--- config.mk ---
export PLATFORM = sky130hd
export DESIGN_NAME = digit_entry_ctrl_flat
export DESIGN_NICKNAME = d
export VERILOG_FILES = /design/src/rtl/digit_entry_ctrl_pkg.sv /design/src/rtl/digit_entry_ctrl_if.sv /design/src/rtl/digit_entry_ctrl_seg.sv /design/src/rtl/digit_entry_ctrl.sv /design/src/flat_wrapper.sv
export SDC_FILE = /design/constraint.sdc
export NUM_CORES = 1
export LEC_CHECK = 0
export BUFFER_PORTS_ARGS = -buffer_cell sky130_fd_sc_hd__buf_2
export CORE_MARGIN = 2
export CORE_UTILIZATION = 25
export CTS_CLUSTER_DIAMETER = 200
export DETAILED_ROUTE_END_ITERATION = 8
export PLACE_DENSITY = 0.41
export SLEW_MARGIN = 30
export SYNTH_ARGS = -nofsm -noshare
export SYNTH_HDL_FRONTEND = slang
export SYNTH_SLANG_ARGS = --single-unit
--- constraint.sdc ---
create_clock -name clknew -period 5.9 [get_ports clknew]
set_clock_uncertainty 0.15 [all_clocks]
set_input_delay 0.295 -clock clknew [delete_from_list [all_inputs] [get_ports clknew]]
set_output_delay 0.295 -clock clknew [all_outputs]
set_load 0.05 [all_outputs]
--- src/rtl/digit_entry_ctrl_pkg.sv ---
// Shared types and constants for the trig calculator operand-entry / display block.
package trig_disp_pkg;

    localparam int unsigned NDIG = 4;
    localparam int unsigned OPW  = 14;
    localparam int unsigned BCDW = 4;
    localparam int unsigned SEGW = 8;

    typedef logic [BCDW-1:0] bcd_t;

    typedef enum logic [1:0] {
        EDIT = 2'd0,
        REQ  = 2'd1,
        WAIT = 2'd2,
        SHOW = 2'd3
    } state_t;

    // Four BCD digits, d1 is the most significant (occupies [15:12]).
    typedef struct packed {
        bcd_t d1;
        bcd_t d2;
        bcd_t d3;
        bcd_t d4;
    } digits_t;

    // Active-low segment codes: bit7=dp, bit6..bit0 = a,b,c,d,e,f,g.
    localparam logic [SEGW-1:0] SEG_BLANK = 8'hFF;
    localparam logic [SEGW-1:0] SEG_DASH  = 8'hFE;
    localparam logic [SEGW-1:0] SEG_0     = 8'h81;
    localparam logic [SEGW-1:0] SEG_1     = 8'hCF;
    localparam logic [SEGW-1:0] SEG_2     = 8'h92;
    localparam logic [SEGW-1:0] SEG_3     = 8'h86;
    localparam logic [SEGW-1:0] SEG_4     = 8'hCC;
    localparam logic [SEGW-1:0] SEG_5     = 8'hA4;
    localparam logic [SEGW-1:0] SEG_6     = 8'hA0;
    localparam logic [SEGW-1:0] SEG_7     = 8'h8F;
    localparam logic [SEGW-1:0] SEG_8     = 8'h80;
    localparam logic [SEGW-1:0] SEG_9     = 8'h84;

    // BCD to binary using shift-add constant multiplies (1000 = 1024-16-8, 100 = 64+32+4, 10 = 8+2).
    function automatic logic [OPW-1:0] bcd4_to_bin(input digits_t d);
        logic [OPW-1:0] th;
        logic [OPW-1:0] hu;
        logic [OPW-1:0] te;
        logic [OPW-1:0] un;
        th = OPW'(d.d1);
        hu = OPW'(d.d2);
        te = OPW'(d.d3);
        un = OPW'(d.d4);
        return (th << 10) - (th << 4) - (th << 3)
             + (hu << 6) + (hu << 5) + (hu << 2)
             + (te << 3) + (te << 1)
             + un;
    endfunction

endpackage

--- src/rtl/digit_entry_ctrl_if.sv ---
// Operand request / result return handshake between entry controller and compute unit.
interface digit_entry_ctrl_if;
    import trig_disp_pkg::*;

    logic           calc_req;
    logic [OPW-1:0] operand;
    logic           calc_ack;
    logic           calc_done;
    digits_t        result_bcd;

    // Entry controller side
    modport master (
        output calc_req,
        output operand,
        input  calc_ack,
        input  calc_done,
        input  result_bcd
    );

    // Compute unit side
    modport slave (
        input  calc_req,
        input  operand,
        output calc_ack,
        output calc_done,
        output result_bcd
    );

endinterface

--- src/rtl/digit_entry_ctrl_seg.sv ---
// One-digit 7-segment decoder with blanking; non-decimal codes show a dash.
module bcd_to_seg
    import trig_disp_pkg::*;
(
    input  bcd_t            bcd_i,
    input  logic            blank_i,
    output logic [SEGW-1:0] seg_o
);

    // Decode digit to active-low segment pattern
    always_comb begin
        seg_o = SEG_DASH;
        if (blank_i) begin
            seg_o = SEG_BLANK;
        end else begin
            case (bcd_i)
                4'd0:    seg_o = SEG_0;
                4'd1:    seg_o = SEG_1;
                4'd2:    seg_o = SEG_2;
                4'd3:    seg_o = SEG_3;
                4'd4:    seg_o = SEG_4;
                4'd5:    seg_o = SEG_5;
                4'd6:    seg_o = SEG_6;
                4'd7:    seg_o = SEG_7;
                4'd8:    seg_o = SEG_8;
                4'd9:    seg_o = SEG_9;
                default: seg_o = SEG_DASH;
            endcase
        end
    end

endmodule

--- src/rtl/digit_entry_ctrl.sv ---
// Operand entry sequencer and 4-digit display driver for the trig calculator.
// Optional feature macro: BACKSPACE_EN adds the back_p key (delete LSD).
module digit_entry_ctrl
    import trig_disp_pkg::*;
(
    input  logic                clknew,
    input  logic                rst_n,
    input  logic                inc_p,
    input  logic                shift_p,
    input  logic                go_p,
`ifdef BACKSPACE_EN
    input  logic                back_p,
`endif
    digit_entry_ctrl_if.master  calc,
    output logic [SEGW-1:0]     seg1,
    output logic [SEGW-1:0]     seg2,
    output logic [SEGW-1:0]     seg3,
    output logic [SEGW-1:0]     seg4,
    output logic                busy
);

    state_t         state_q;
    digits_t        digits_q;
    digits_t        digits_d;
    logic [OPW-1:0] operand_q;
    logic           calc_req_q;
    logic           busy_q;

    bcd_t            dig_a   [NDIG];
    logic            blank_a [NDIG];
    logic [SEGW-1:0] code_a  [NDIG];
    logic            dash_c;

    // Next value of the digit register: key edits in EDIT, clear from SHOW, result capture in WAIT
    always_comb begin
        digits_d = digits_q;
        case (state_q)
            EDIT: begin
                if (!go_p) begin
`ifdef BACKSPACE_EN
                    if (back_p) begin
                        digits_d.d1 = '0;
                        digits_d.d2 = digits_q.d1;
                        digits_d.d3 = digits_q.d2;
                        digits_d.d4 = digits_q.d3;
                    end else
`endif
                    if (shift_p) begin
                        // A non-zero MSD would fall off the left edge, so the shift is refused
                        if (digits_q.d1 == '0) begin
                            digits_d.d1 = digits_q.d2;
                            digits_d.d2 = digits_q.d3;
                            digits_d.d3 = digits_q.d4;
                            digits_d.d4 = '0;
                        end
                    end else if (inc_p) begin
                        digits_d.d4 = (digits_q.d4 == 4'd9) ? 4'd0 : digits_q.d4 + 4'd1;
                    end
                end
            end
            WAIT: begin
                if (calc.calc_done) begin
                    digits_d = calc.result_bcd;
                end
            end
            SHOW: begin
                if (!go_p && (inc_p || shift_p)) begin
                    digits_d = '0;
                end
            end
            default: begin
                digits_d = digits_q;
            end
        endcase
    end

    // Control FSM with registered handshake and status outputs
    always_ff @(posedge clknew or negedge rst_n) begin
        if (!rst_n) begin
            state_q    <= EDIT;
            digits_q   <= '0;
            operand_q  <= '0;
            calc_req_q <= 1'b0;
            busy_q     <= 1'b0;
        end else begin
            digits_q <= digits_d;
            case (state_q)
                EDIT: begin
                    if (go_p) begin
                        operand_q  <= bcd4_to_bin(digits_q);
                        state_q    <= REQ;
                        calc_req_q <= 1'b1;
                        busy_q     <= 1'b1;
                    end
                end
                REQ: begin
                    if (calc.calc_ack) begin
                        state_q    <= WAIT;
                        calc_req_q <= 1'b0;
                    end
                end
                WAIT: begin
                    if (calc.calc_done) begin
                        state_q <= SHOW;
                        busy_q  <= 1'b0;
                    end
                end
                SHOW: begin
                    // Re-request reuses the operand already held in operand_q
                    if (go_p) begin
                        state_q    <= REQ;
                        calc_req_q <= 1'b1;
                        busy_q     <= 1'b1;
                    end else if (inc_p || shift_p) begin
                        state_q <= EDIT;
                    end
                end
                default: begin
                    state_q <= EDIT;
                end
            endcase
        end
    end

    assign calc.calc_req = calc_req_q;
    assign calc.operand  = operand_q;
    assign busy          = busy_q;

    // Digit fan-out and leading-zero blanking; the LSD is never blanked
    always_comb begin
        dig_a[0]   = digits_q.d1;
        dig_a[1]   = digits_q.d2;
        dig_a[2]   = digits_q.d3;
        dig_a[3]   = digits_q.d4;
        blank_a[0] = (digits_q.d1 == '0);
        blank_a[1] = (digits_q.d1 == '0) && (digits_q.d2 == '0);
        blank_a[2] = (digits_q.d1 == '0) && (digits_q.d2 == '0) && (digits_q.d3 == '0);
        blank_a[3] = 1'b0;
    end

    for (genvar gi = 0; gi < int'(NDIG); gi++) begin : g_seg
        bcd_to_seg u_seg (
            .bcd_i   (dig_a[gi]),
            .blank_i (blank_a[gi]),
            .seg_o   (code_a[gi])
        );
    end

    // Busy pattern overrides the digits while a computation is outstanding
    assign dash_c = (state_q == REQ) || (state_q == WAIT);
    assign seg1   = dash_c ? SEG_DASH : code_a[0];
    assign seg2   = dash_c ? SEG_DASH : code_a[1];
    assign seg3   = dash_c ? SEG_DASH : code_a[2];
    assign seg4   = dash_c ? SEG_DASH : code_a[3];

endmodule
--- src/flat_wrapper.sv ---
// flat-port wrapper written by rule: the top's interface ports become plain ports
module digit_entry_ctrl_flat import trig_disp_pkg::*;
  (clknew, rst_n, inc_p, shift_p, go_p, seg1, seg2, seg3, seg4, busy, calc_calc_req, calc_operand, calc_calc_ack, calc_calc_done, calc_result_bcd);
  digit_entry_ctrl_if calc_i ();
  input  logic clknew;
  input  logic rst_n;
  input  logic inc_p;
  input  logic shift_p;
  input  logic go_p;
  output logic [SEGW-1:0] seg1;
  output logic [SEGW-1:0] seg2;
  output logic [SEGW-1:0] seg3;
  output logic [SEGW-1:0] seg4;
  output logic busy;
  output wire logic [$bits(calc_i.calc_req)-1:0] calc_calc_req;
  output wire logic [$bits(calc_i.operand)-1:0] calc_operand;
  input wire logic [$bits(calc_i.calc_ack)-1:0] calc_calc_ack;
  input wire logic [$bits(calc_i.calc_done)-1:0] calc_calc_done;
  input wire logic [$bits(calc_i.result_bcd)-1:0] calc_result_bcd;
  assign calc_calc_req = calc_i.calc_req;
  assign calc_operand = calc_i.operand;
  assign calc_i.calc_ack = calc_calc_ack;
  assign calc_i.calc_done = calc_calc_done;
  assign calc_i.result_bcd = calc_result_bcd;
  digit_entry_ctrl u_core (.clknew(clknew), .rst_n(rst_n), .inc_p(inc_p), .shift_p(shift_p), .go_p(go_p), .calc(calc_i), .seg1(seg1), .seg2(seg2), .seg3(seg3), .seg4(seg4), .busy(busy));
endmodule
# [Yosys cells after proc, flatten, opt, wreduce, memory -nomap -nowiden]
# Memory sizes are Yosys's and may differ from the RTL's.
# Cells that the tools add are included.
[word_totals] regBits=34 latchBits=0 ram_bits=0 romBits=448 out_inout_bits=48 n_memories=4
[mem_list] memory="(name not given)" words=16 width=7 read_ports=1 rd_clocked_by_memory_dff=0 wr=0 line="digit_entry_ctrl_seg.sv:16" text="case (bcd_i)"
[mem_list] memory="(name not given)" words=16 width=7 read_ports=1 rd_clocked_by_memory_dff=0 wr=0 line="digit_entry_ctrl_seg.sv:16"
[mem_list] memory="(name not given)" words=16 width=7 read_ports=1 rd_clocked_by_memory_dff=0 wr=0 line="digit_entry_ctrl_seg.sv:16"
[mem_list] memory="(name not given)" words=16 width=7 read_ports=1 rd_clocked_by_memory_dff=0 wr=0 line="digit_entry_ctrl_seg.sv:16"
[op_classes] addsub=9 mul=0 div=0 magnitude_cmp=0 eq_ne=15 shift=0 n_mux=27 n_bitwise=0 reduce_logical=20
[ops] op="two-way mux 16 bit" count=4
[ops] op="two-way mux 8 bit" count=7
[ops] op="case mux 16 bit (3 select lines)" count=1
[ops] op="adder 14 x 10 -> 14 bit" count=1
[ops] op="adder 14 x 4 -> 14 bit" count=1
[ops] op="adder 14 x 5 -> 14 bit" count=1
[ops] op="adder 14 x 6 -> 14 bit" count=1
[ops] op="adder 14 x 7 -> 14 bit" count=1
[ops] op="adder 14 x 9 -> 14 bit" count=1
[ops] op="subtractor 14 x 7 -> 14 bit" count=1
[ops] op="subtractor 14 x 8 -> 14 bit" count=1
[ops] op="zero test 4 bit" count=3
[ops] op="two-way mux 12 bit" count=1
[ops] op="two-way mux 4 bit" count=3
[ops] op="!= test 2 bit, second input constant" count=6
[ops] op="AND reduction 6 bit" count=2
[ops] op="two-way mux 2 bit" count=5
[ops] op="case mux 2 bit (4 select lines)" count=1
[ops] op="!= test 3 bit, second input constant" count=2
[ops] op="AND reduction 3 bit" count=2
[ops] op="adder 4 x 1 -> 4 bit, second input constant" count=1
[ops] op="equality test 2 bit, second input constant" count=2
[ops] op="equality test 4 bit, second input constant" count=1
[ops] op="!= test 2 x 1 -> 1 bit, second input constant" count=2
[ops] op="other kinds (13)" count=20

# [Longest topological paths before layout]
[depth] ltp_word=8 depth_mapped=13 depth_no_buf=12

# [Cells and area by module]
# A second synthesis with hierarchy kept.
[unflattened] hier_cells=481 hier_area_um2=4075.2
[modules_own_cells] mod="digit_entry_ctrl" instances=1 cells_per_inst=333 area_each_um2=3101.7 seq_area_each_um2=850.8
[modules_own_cells] mod="bcd_to_seg (u_core.g_seg[1].u_seg ...)" instances=3 cells_per_inst=37 area_each_um2=244.0 seq_area_each_um2=0.0
[modules_own_cells] mod="bcd_to_seg (u_core.g_seg[0].u_seg)" instances=1 cells_per_inst=37 area_each_um2=241.5 seq_area_each_um2=0.0

# [Worst setup path after synthesis]
# OpenSTA, ideal clock, no wires.
[synth_timing] path_type="register to register" startpoint="register u_core.digits_q (netlist bit u_core.dig_a[14])" endpoint="register u_core.operand_q[10], in the netlist u_core.calc.operand[10]" arrival_ns=3.681 slack_ns=1.943 path_stages_with_launch=13 path_cell_list="dfrtp_1 > clkbuf_1 > inv_1 > fa_1 > inv_1 > fa_1 > inv_1 > fa_1 > ha_1 > and3_1 > a211oi_2 > o21ai_0 > a221o_1"
[synth_via] elab_chain_len=8
[synth_lines] element="start: declaration" line="digit_entry_ctrl.sv:23" text="digits_t digits_q;"
[synth_lines] element="start signal: assignment" line="digit_entry_ctrl.sv:86" text="digits_q <= digits_d;"
[synth_lines] element="subtractor 14 x 8 -> 14 bit" line="digit_entry_ctrl_pkg.sv:50" text="return (th << 10) - (th << 4) - (th << 3)"
[synth_lines] element="subtractor 14 x 7 -> 14 bit *" line="digit_entry_ctrl_pkg.sv:50"
[synth_lines] element="adder 14 x 10 -> 14 bit *" line="digit_entry_ctrl_pkg.sv:51" text="+ (hu << 6) + (hu << 5) + (hu << 2)"
[synth_lines] element="adder 14 x 9 -> 14 bit *" line="digit_entry_ctrl_pkg.sv:51"
[synth_lines] element="adder 14 x 6 -> 14 bit *" line="digit_entry_ctrl_pkg.sv:51"
[synth_lines] element="adder 14 x 7 -> 14 bit *" line="digit_entry_ctrl_pkg.sv:52" text="+ (te << 3) + (te << 1)"
[synth_lines] element="adder 14 x 5 -> 14 bit *" line="digit_entry_ctrl_pkg.sv:52"
[synth_lines] element="adder 14 x 4 -> 14 bit *" line="digit_entry_ctrl_pkg.sv:53" text="+ un;"
[synth_lines] element="end signal: assignment" line="digit_entry_ctrl.sv:90" text="operand_q <= bcd4_to_bin(digits_q);"
[synth_lines] element="end: declaration" line="digit_entry_ctrl.sv:25" text="logic [OPW-1:0] operand_q;"
# Every way passes the cells marked *; elsewhere a longest branch is shown, timed or not.
# A chain may end at the register's enable or synchronous reset.

# [Worst setup path in the final report]
# Ends and elaborated chain as after synthesis.

==> impl_metrics.py <==
metrics = {
    "detailed_routing": {
        "wirelength_mm": 10.2,
        "routed_via_density": 4.68,
        "postRouteAntennaNets": 0,
        "vias": 3040,
        "routedWlPerCell_um": 15.6,
        "drt_drc_violations_left": 0,
        "drt-initial-drc-count": 150,
        "dr.pass1.iters": 4,
    },
    "clock_network": {
        "clk_latency_ps": 290,
        "cts_tree": "yes",
        "htreeDepth": 2,
        "root_buffer": "clkbuf_16",
        "cts_resized": 0,
        "cts_num_sinks": 34,
        "clockBufferDepth": 2,
        "cts_buffers": 5,
        "clk_pin_slew_ps": 60,
    },
    "worst_setup_path": {
        "regToRegSetupSlack_ps": 1750,
        "cp_cell_sequence": "inv_1, fa_1, inv_1, fa_1, inv_1, fa_1, ha_1, and3_1, a211oi_2, o21ai_0, a221o_1",
        "cp-start-kind": "register",
        "cp.required_ps": 5920,
        "cp_slowest_stage_delay_ps": 550,
        "reg2reg_depth": 11,
        "startpoint": "u_core.dig_a[14]",
        "cp-endpoint": "u_core.calc.operand[10]",
        "r2r-start": "u_core.dig_a[14]",
        "reg2reg_to": "u_core.calc.operand[10]",
        "critical_path_arrival_ps": 4170,
        "cpMaxStageDelayCell": "dfrtp_1",
        "crit_type": "reg2reg",
        "path_max_fanout": 11,
        "end_kind": "register",
    },
    "run_status": {
        "status": "finished, final reports clean",
    },
    "grt": {
        "grt_start_max_net_pins": 35,
        "grt_util_all_layers": 0.140,
        "grt_overflow": 0,
        "grt_pass1_wl_mm": 16.1,
        "first_global_vias": 3108,
        "antenna_found_initial": 0,
    },
    "floorplanning": {
        "start_util": 0.257,
        "dieArea_sq_um": 15300,
        "rows": 43,
        "die_y_um": 124,
        "boundaryPins": 71,
        "core_sq_um": 13900,
        "die_w_um": 124,
    },
    "layout": {
        "multi_input_area_sq_um": 2430,
        "drive_above_1_share": 0.185,
        "area_growth_pct": 17.3,
        "final_nets": 555,
        "ff_latch_area_sq_um": 851,
        "antenna_cells": 0,
        "fill_cells": 1516,
    },
    "yosys": {
        "ys.flop_type": "dfrtp_1",
        "syn_avg_cell_area_sq_um": 8.62,
        "synth-edff-count": 0,
        "synth_area_sq_um": 3580,
        "yosysSeqAreaShare": 0.238,
        "synth_warnings": 0,
        "netlist_instances": 415,
        "synth_seq_cells": 34,
        "synthArstFlopShare": 1.00,
        "synth_cell_types": 61,
    },
    "timing": {
        "slew_headroom": 0.490,
        "period_minus_slack_ps": 4150,
        "timing.final.crit_share": 0.704,
        "setup_violations": 0,
        "tightest_slew_ps": 765,
        "fin_setup_tns_ps": 0,
        "hold_viol_final": 0,
        "maxSlewViolCount": 0,
        "fmaxAchievable_ghz": 0.241,
        "rsz0062_at_grt": "false",
    },
    "placement": {
        "globalplace.congestion": 0.836,
        "dpl.hpwl_mm": 7.84,
        "io_buffers": 66,
    },
    "hold_path": {
        "min_path_cells": 3,
        "hold_path_class": "in2reg",
    },
    "run": {
        "max_cap_viol_count": 0,
    },
}
-- stage by stage --
stage	setup slack (ps)	area [sq um]	util	instances	hold slack, ps
3_5_place_dp	1800	4030	0.289	641	312
5_1_grt	1530	4200	0.301	650	140
4_1_cts	1780	4180	0.300	649	4.24
2_1_floorplan	1940	3590	-	418	-151
3_3_place_gp	1840	4030	0.289	641	310
6_report	1750	4200	0.301	650	118
-- metal layers --
metal / vias up / GRT usage / share of wire
met4: 0 / 0.0341 / 0.010
met1: 1441 / 0.181 / 0.48
met3: 6 / 0.0293 / 0.034
met2: 47 / 0.237 / 0.48
li1: 1546 / - / -
met5: - / 0 / 0
-- kinds of logic after synthesis --
kind of cell / count (synthesis) / share of synthesized area
buf+inv: 73 / 0.0853
fa+ha+maj: 63 / 0.252
other cells: 1 / 0.00105
compound gates: 112 / 0.212
flops: 34 / 0.238
mux: 17 / 0.0490
simple gates: 109 / 0.148
xor+xnor: 6 / 0.0147
-- area by class of cell --
class / count / share of cell area
multi-input cells: 311 / 0.580
repair buffers: 68 / 0.0835
flip-flops and latches: 34 / 0.203
well taps: 180 / 0.0537
clock inverters: 2 / 0.00298
inverters: 49 / 0.0438
clock buffers: 6 / 0.0331
-- what timing repair did --
item / 4_1_cts / 5_1_grt
hold endpoints to repair: 0 / 34
setup buffers: 0 / 0
hold buffers: 0 / 1
setup endpoints to repair: 0 / 0
-- how the worst min path moves through the flow --
stage	startpoint	to	slack, ps
final	calc_result_bcd[2]	u_core.dig_a[2]	120
after global placement	u_core.calc.operand[1]	u_core.calc.operand[1]	310
after detailed placement	u_core.calc.operand[1]	u_core.calc.operand[1]	310
after floorplan	rst_n	u_core.busy	-150
after global routing	calc_result_bcd[11]	u_core.dig_a[11]	140
after CTS	rst_n	u_core.calc.calc_req	4
-- worst max-delay path: cells and delay by family (launching register included) --
kind / cells / cell delay (ps)
flip-flops: 1 / 550
adder cells (fa/ha/maj): 4 / 1930
AND/OR/NAND/NOR: 1 / 210
AO/OA/AOI/OAI: 3 / 830
buffers and inverters: 3 / 350
-- placed cells by master (no fill, tap or decap), types with 5 or more instances in the layout --
master and n:
o21ai_0 6, a21oi_1 41, nor3_1 16, inv_1 44, clkbuf_16 5, buf_2 65
nor2_1 18, mux2i_1 13, ha_1 48, nand3_1 10, inv_2 5, fa_1 15
o21ai_1 13, nor2b_1 6, o21bai_1 7, nand2_1 34, dfrtp_1 34
-- registers in the layout, summed over array words and instances (netlist names) --
signal                cells
u_core.calc.operand      14
u_core.state_q            2
u_core.calc.calc_req      1
u_core.dig_a             16
u_core.busy               1
-- synthesized netlist by cell type, types with 4 or more instances --
cell       n  area share
ha_1      48        0.17
inv_1     44       0.046
a21oi_1   41       0.057
nand2_1   35       0.037
dfrtp_1   34        0.24
nor2_1    18       0.019
nor3_1    16       0.022
clkbuf_1  15       0.016
fa_1      15       0.084
mux2i_1   13       0.036
o21ai_1   13       0.018
nand3_1   10       0.014
o21bai_1   7       0.015
nor2b_1    6       0.010
o21ai_0    6      0.0084
inv_2      5      0.0052
a211o_1    4      0.0098
a21o_1     4      0.0084
a22oi_1    4      0.0084
buf_4      4      0.0084
o21a_1     4      0.0084
Power is left out: the tool's default activity adds up to more than one toggle a clock period on the data nets, which glitch-free logic cannot reach.
